File: src/rtl/pe_output_packer_pkg.sv
// Shared widths, state encoding and FIFO entry layout for the PE output packer.
package pe_output_packer_pkg;

    localparam int unsigned ACC_DATA_WIDTH = 32;
    localparam int unsigned ACT_DATA_WIDTH = 8;
    localparam int unsigned WORD_WIDTH     = 32;
    localparam int unsigned LANES          = WORD_WIDTH / ACT_DATA_WIDTH;
    localparam int unsigned LANE_IDX_W     = (LANES > 1) ? $clog2(LANES) : 1;
    localparam int unsigned FIFO_DEPTH     = 4;
    localparam int unsigned FIFO_CNT_W     = $clog2(FIFO_DEPTH + 1);
    localparam int unsigned ADDR_WIDTH     = 16;
    localparam int unsigned CNT_WIDTH      = 16;
    localparam int unsigned HI_W           = ACC_DATA_WIDTH - ACT_DATA_WIDTH + 1;

    typedef enum logic [1:0] {
        IDLE,
        PACK,
        DRAIN,
        DONE
    } packer_state_t;

    typedef struct packed {
        logic [WORD_WIDTH-1:0] data;
        logic [ADDR_WIDTH-1:0] addr;
        logic [LANES-1:0]      strb;
    } word_entry_t;

    localparam int unsigned ENTRY_WIDTH = $bits(word_entry_t);

    // A value fits the signed activation range iff its sign-extension bits all agree.
    function automatic logic act_overflow(input logic [HI_W-1:0] hi);
        return !((&hi) || !(|hi));
    endfunction

endpackage

File: src/rtl/packer_fifo.sv
// Shift-register FIFO: entry 0 is always the head, so the head is read straight from a flop.
module packer_fifo #(
    parameter int unsigned WIDTH = 8,
    parameter int unsigned DEPTH = 4,
    parameter int unsigned CNT_W = $clog2(DEPTH + 1)
) (
    input  logic             clk,
    input  logic             reset,
    input  logic             push,
    input  logic [WIDTH-1:0] push_data,
    input  logic             pop,
    output logic [WIDTH-1:0] head_data,
    output logic             full,
    output logic             empty,
    output logic [CNT_W-1:0] count
);

    logic [WIDTH-1:0] mem_q [DEPTH];
    logic [WIDTH-1:0] mem_d [DEPTH];
    logic [CNT_W-1:0] count_q, count_d;
    logic             full_q, full_d;
    logic             empty_q, empty_d;
    logic             pop_c, push_c;
    logic [CNT_W-1:0] wr_idx_c;

    always_comb begin
        pop_c    = pop && !empty_q;
        push_c   = push && (!full_q || pop_c);
        mem_d    = mem_q;
        wr_idx_c = pop_c ? (count_q - CNT_W'(1)) : count_q;
        if (pop_c) begin
            for (int i = 0; i < DEPTH - 1; i++) begin
                mem_d[i] = mem_q[i + 1];
            end
            mem_d[DEPTH-1] = '0;
        end
        if (push_c) begin
            for (int i = 0; i < DEPTH; i++) begin
                if (CNT_W'(i) == wr_idx_c) begin
                    mem_d[i] = push_data;
                end
            end
        end
        count_d = count_q + CNT_W'(push_c) - CNT_W'(pop_c);
        full_d  = (count_d == CNT_W'(DEPTH));
        empty_d = (count_d == '0);
    end

    always_ff @(posedge clk or posedge reset) begin
        if (reset) begin
            for (int i = 0; i < DEPTH; i++) begin
                mem_q[i] <= '0;
            end
            count_q <= '0;
            full_q  <= 1'b0;
            empty_q <= 1'b1;
        end else begin
            mem_q   <= mem_d;
            count_q <= count_d;
            full_q  <= full_d;
            empty_q <= empty_d;
        end
    end

    assign head_data = mem_q[0];
    assign full      = full_q;
    assign empty     = empty_q;
    assign count     = count_q;

endmodule

File: src/rtl/pe_output_packer.sv
// Packs truncated PE column outputs into addressed, strobed memory words and
// buffers them toward the activation-memory write port.
module pe_output_packer
    import pe_output_packer_pkg::*;
(
    input  logic                      clk,
    input  logic                      reset,
    input  logic                      start,
    input  logic [CNT_WIDTH-1:0]      cfg_num_values,
    input  logic [ADDR_WIDTH-1:0]     cfg_base_addr,
    input  logic                      in_valid,
    input  logic [ACC_DATA_WIDTH-1:0] in_data,
    output logic                      in_ready,
    output logic                      out_valid,
    output logic [WORD_WIDTH-1:0]     out_data,
    output logic [ADDR_WIDTH-1:0]     out_addr,
    output logic [LANES-1:0]          out_strb,
    input  logic                      out_ready,
    output logic                      busy,
    output logic                      done,
    output logic                      sat_error
);

    packer_state_t          state_q, state_d;
    logic [CNT_WIDTH-1:0]   rem_q, rem_d;
    logic [ADDR_WIDTH-1:0]  addr_q, addr_d;
    logic [LANE_IDX_W-1:0]  lane_idx_q, lane_idx_d;
    logic [WORD_WIDTH-1:0]  lane_reg_q, lane_reg_d;
    logic                   sat_q, sat_d;
    logic                   busy_q, busy_d;
    logic                   done_q, done_d;

    logic                   accept_c;
    logic                   pop_c;
    logic                   push_c;
    logic                   last_c;
    logic                   lane_full_c;
    logic [WORD_WIDTH-1:0]  lane_fill_c;
    logic [LANES-1:0]       strb_c;
    word_entry_t            push_entry_c;
    word_entry_t            head;

    logic                   fifo_full;
    logic                   fifo_empty;
    logic [FIFO_CNT_W-1:0]  fifo_count;

    // Ready depends only on registered state, never on out_ready.
    assign in_ready  = (state_q == PACK) && !fifo_full;
    assign out_valid = !fifo_empty;
    assign accept_c  = in_valid && in_ready;
    assign pop_c     = out_valid && out_ready;

    always_comb begin
        state_d      = state_q;
        rem_d        = rem_q;
        addr_d       = addr_q;
        lane_idx_d   = lane_idx_q;
        lane_reg_d   = lane_reg_q;
        sat_d        = sat_q;
        push_c       = 1'b0;
        last_c       = (rem_q == CNT_WIDTH'(1));
        lane_full_c  = (lane_idx_q == LANE_IDX_W'(LANES - 1));
        lane_fill_c  = lane_reg_q;
        strb_c       = '0;
        for (int l = 0; l < LANES; l++) begin
            if (LANE_IDX_W'(l) == lane_idx_q) begin
                lane_fill_c[l*ACT_DATA_WIDTH +: ACT_DATA_WIDTH] = in_data[ACT_DATA_WIDTH-1:0];
            end
            strb_c[l] = (LANE_IDX_W'(l) <= lane_idx_q);
        end
        push_entry_c = '{data: lane_fill_c, addr: addr_q, strb: strb_c};

        case (state_q)
            IDLE: begin
                if (start) begin
                    rem_d      = cfg_num_values;
                    addr_d     = cfg_base_addr;
                    lane_idx_d = '0;
                    lane_reg_d = '0;
                    sat_d      = 1'b0;
                    state_d    = (cfg_num_values == '0) ? DONE : PACK;
                end
            end
            PACK: begin
                if (accept_c) begin
                    if (act_overflow(in_data[ACC_DATA_WIDTH-1:ACT_DATA_WIDTH-1])) begin
                        sat_d = 1'b1;
                    end
                    rem_d = rem_q - CNT_WIDTH'(1);
                    if (lane_full_c || last_c) begin
                        push_c     = 1'b1;
                        addr_d     = addr_q + ADDR_WIDTH'(1);
                        lane_idx_d = '0;
                        lane_reg_d = '0;
                    end else begin
                        lane_idx_d = lane_idx_q + LANE_IDX_W'(1);
                        lane_reg_d = lane_fill_c;
                    end
                    if (last_c) begin
                        state_d = DRAIN;
                    end
                end
            end
            DRAIN: begin
                // Leave on the edge at which the FIFO runs dry.
                if ((fifo_count == '0) || ((fifo_count == FIFO_CNT_W'(1)) && pop_c)) begin
                    state_d = DONE;
                end
            end
            DONE: begin
                state_d = IDLE;
            end
            default: begin
                state_d = IDLE;
            end
        endcase

        busy_d = (state_d != IDLE);
        done_d = (state_d == DONE);
    end

    always_ff @(posedge clk or posedge reset) begin
        if (reset) begin
            state_q    <= IDLE;
            rem_q      <= '0;
            addr_q     <= '0;
            lane_idx_q <= '0;
            lane_reg_q <= '0;
            sat_q      <= 1'b0;
            busy_q     <= 1'b0;
            done_q     <= 1'b0;
        end else begin
            state_q    <= state_d;
            rem_q      <= rem_d;
            addr_q     <= addr_d;
            lane_idx_q <= lane_idx_d;
            lane_reg_q <= lane_reg_d;
            sat_q      <= sat_d;
            busy_q     <= busy_d;
            done_q     <= done_d;
        end
    end

    packer_fifo #(
        .WIDTH (ENTRY_WIDTH),
        .DEPTH (FIFO_DEPTH),
        .CNT_W (FIFO_CNT_W)
    ) u_fifo (
        .clk       (clk),
        .reset     (reset),
        .push      (push_c),
        .push_data (push_entry_c),
        .pop       (pop_c),
        .head_data (head),
        .full      (fifo_full),
        .empty     (fifo_empty),
        .count     (fifo_count)
    );

    assign out_data  = head.data;
    assign out_addr  = head.addr;
    assign out_strb  = head.strb;
    assign busy      = busy_q;
    assign done      = done_q;
    assign sat_error = sat_q;

endmodule

File: config.mk
export PLATFORM = sky130hd
export DESIGN_NAME = pe_output_packer
export DESIGN_NICKNAME = d
export VERILOG_FILES = /design/src/rtl/pe_output_packer_pkg.sv /design/src/rtl/packer_fifo.sv /design/src/rtl/pe_output_packer.sv
export SDC_FILE = /design/constraint.sdc
export NUM_CORES = 1
export LEC_CHECK = 0
export BUFFER_PORTS_ARGS = -buffer_cell sky130_fd_sc_hd__buf_4
export CAP_MARGIN = 0
export CORE_ASPECT_RATIO = 0.6
export CORE_MARGIN = 2
export CORE_UTILIZATION = 36
export CTS_BUF_LIST = sky130_fd_sc_hd__clkbuf_4 sky130_fd_sc_hd__clkbuf_8
export DETAILED_ROUTE_END_ITERATION = 6
export GPL_ROUTABILITY_DRIVEN = 0
export PLACE_DENSITY_LB_ADDON = 0.15
export SETUP_SLACK_MARGIN = 0.1
export SLEW_MARGIN = 20
export SYNTH_ARGS = -nofsm -noshare
export SYNTH_HDL_FRONTEND = slang
export SYNTH_HIERARCHICAL = 1
export SYNTH_SLANG_ARGS = --single-unit
File: constraint.sdc
create_clock -name clk -period 9.2 [get_ports clk]
set_input_delay 1.84 -clock clk [delete_from_list [all_inputs] [get_ports clk]]
set_output_delay 1.84 -clock clk [all_outputs]
set_load 0.01 [all_outputs]
==> run metrics <==
status=complete, no violations; setup_tns=0 ps; CTS tree=built; via-per-instance ratio=between 5 and 6; FILL cells=3881; WL final=35.1 mm; first-pass GRT wire length=57.6 mm; IO buf count=125; post-route cell area=around 16000 sq um; full die area=42300 sq um; FMAX=about 210 MHz; number of global-route vias before repair=~10000; final setup violating endpoints=0; largest net degree at the start of global routing=84; Die Span Y=160 um; Cells after Synth=1235; clock buffer depth=3; Wirelength per Cell=18.8 um; Cell Area, Placed=15400 sq um; layout cells sized above 1=0.217; cts repair resizes=0; min-delay worst type=reg2reg; Clock transition at path regs=60 ps; num ports=126; Critical Path AT=5150 ps; leak pwr=7.44 nW; Net Count, Synth=1316; DRT antenna net count=0; Final Cycle Share=0.508; Yosys reg bits=~280; final setup margin=4530 ps; RSZ-0062 raised after global routing=false; hold buffer count at cts=0; clk_skew=22.7 ps; ys async rst share=1.00; Hold Fails Final Rpt=0; relative slew slack=0.345; fin. max-slew vios=0; Top FF cell, synth=dfrtp_1; WHS Path Cells=1; Core ar.=40200 sq um; max_cap viols=0; Final min period=4670 ps; Slew @ Worst Pin=983 ps; YS warnings=6; GRT Total Usage=0.171; R2R cell count=8; Util after Layout=0.407; nature of the critical path endpoint=register; Cell Count, Final, Fillers Out=1866; crit path kind=in2reg; initial drt markers=551; Req. time, crit path=around 9700 ps; Seq/Total Area, Yosys=0.486; mapped cell area=14600 sq um; post-place setup slack=3900 ps; Power, Total=approximately 4.0 mW; antenna violations before repair=1; Post-CTS Setup Inserts=0; VDD IR max=0.0781 mV; post-DP HPWL=22.1 mm; Vias=9492; Final nets=about 1400; Worst setup SP type=input port; crit-path max FO=55; clock sink count=284; Cell Rows=57; Avg Inst Size Synth=11.8 sq um; Starting Density=0.363; Clk Latency, worst-skew pair=580 ps; total CTS buffers=47; DRT Pass-1 Iters=5; Residual DRC=0; worst hold slack=487 ps; Die W=264 um; Placed Cells=1780; Area Overhead vs Synth=12.1%; root buf cell=clkbuf_8; # H-tree levels=2; Post-synth EDFFs=0; Cell variety after synth=68; pwr dens=between 200 and 250 nW/um^2; global route overflow=0
## metal layers
metal  up-vias  part of all wire  track usage
met5         -                 0            0
met4         0             0.015       0.0380
met3        46             0.042       0.0308
met2       185              0.41        0.241
met1      4769              0.53        0.268
li1       4492                 -            -
## Yosys cell counts, drive strengths merged (3+ instances only)
master / count / area share
a21oi: 39 / 0.014
a22oi: 3 / 0.0015
a2bb2oi: 8 / 0.0061
a31oi: 4 / 0.0017
a32o: 33 / 0.023
and3: 6 / 0.0026
buf: 112 / 0.065
clkbuf: 18 / 0.0046
dfrtp: 283 / 0.48
ha: 11 / 0.0094
inv: 69 / 0.018
mux2: 33 / 0.026
mux2i: 367 / 0.25
nand2: 88 / 0.023
nand2b: 4 / 0.0022
nand3: 11 / 0.0041
nand4: 11 / 0.0047
nor2: 29 / 0.0076
nor3: 13 / 0.0059
nor3b: 3 / 0.0023
nor4: 14 / 0.0074
o21ai: 33 / 0.012
o22ai: 9 / 0.0039
xnor2: 3 / 0.0018
## layout make-up
| type | instances | area, sq um | area share |
|---|---|---|---|
| inverters | 69 | 272 | 0.0166 |
| well taps | 531 | 664 | 0.0405 |
| clock inverters | 7 | 41.3 | 0.00252 |
| diodes | 1 | 2.50 | 0.000153 |
| flip-flops and latches | 284 | 7110 | 0.434 |
| multi-input cells | 752 | 6260 | 0.382 |
| repair buffers | 145 | 1100 | 0.0672 |
| clock buffers | 77 | 935 | 0.0570 |
## final timing paths
check / start / to / slack (ps)
min in group asynchronous: reset / rem_q[6] / 1210
worst min-delay path: lane_reg_q[10] / lane_reg_q[10] / 490
worst max register to register: u_fifo/empty / u_fifo/head_data[20] / 5490
worst min register to register: lane_reg_q[10] / lane_reg_q[10] / 490
max in group asynchronous: reset / u_fifo/mem_q[71] / 6440
worst max-delay path: out_ready / u_fifo/head_data[20] / 4530
## placed cells by master, fill, tap and decap left out, types with 3 or more instances in the layout
master	netlist	routed
a2bb2oi_1	5	5
ha_1	11	11
a31oi_1	4	4
mux2i_1	366	366
clkbuf_8	0	57
nand3_1	10	10
nand2b_1	3	3
and3_1	6	6
mux2_2	32	32
o22ai_1	9	9
a21oi_1	38	38
buf_4	62	144
nor3_1	10	8
inv_1	68	66
xnor2_1	3	3
clkbuf_4	0	20
nand4_1	11	11
nor3_4	1	3
a2bb2oi_2	3	3
o21ai_0	30	30
clkinv_2	0	5
nor2_1	28	27
a22oi_1	3	3
nor4_1	12	12
a32o_1	33	33
nand2_1	88	88
dfrtp_1	283	283
## registers in the layout, indices dropped and copies added, names as in the netlist
register          flops
addr_q               16
busy                  1
done                  1
lane_idx_q            2
lane_reg_q           32
rem_q                16
sat_error             1
state_q               2
u_fifo/count          3
u_fifo/empty          1
u_fifo/full           1
u_fifo/head_data     52
u_fifo/mem_q        156
## worst max-delay path, cell delays in order
cell	delay [ps]
buf_4	80
nor2b_1	260
nand2b_4	360
inv_6	670
ha_1	240
nand2_1	120
nor3_2	180
buf_4	250
buf_4	800
mux2i_1	280
## kinds of logic (layout without fill, tap and decap cells)
family	count (synthesis)	count (layout)	synth area share
compound gates	143	143	0.0693
xor+xnor	3	3	0.00180
fa+ha+maj	12	12	0.0108
buf+inv	199	298	0.0871
flops	284	284	0.486
mux	400	400	0.277
other cells	1	2	0.000257
simple gates	193	193	0.0670
## where the power goes
| group | internal, mW | switching (mW) |
|---|---|---|
| sequential | 1.48 | 0.183 |
| combinational | 0.522 | 0.687 |
| clock | 0.641 | 0.523 |
(Power assumes the default switching activity.)
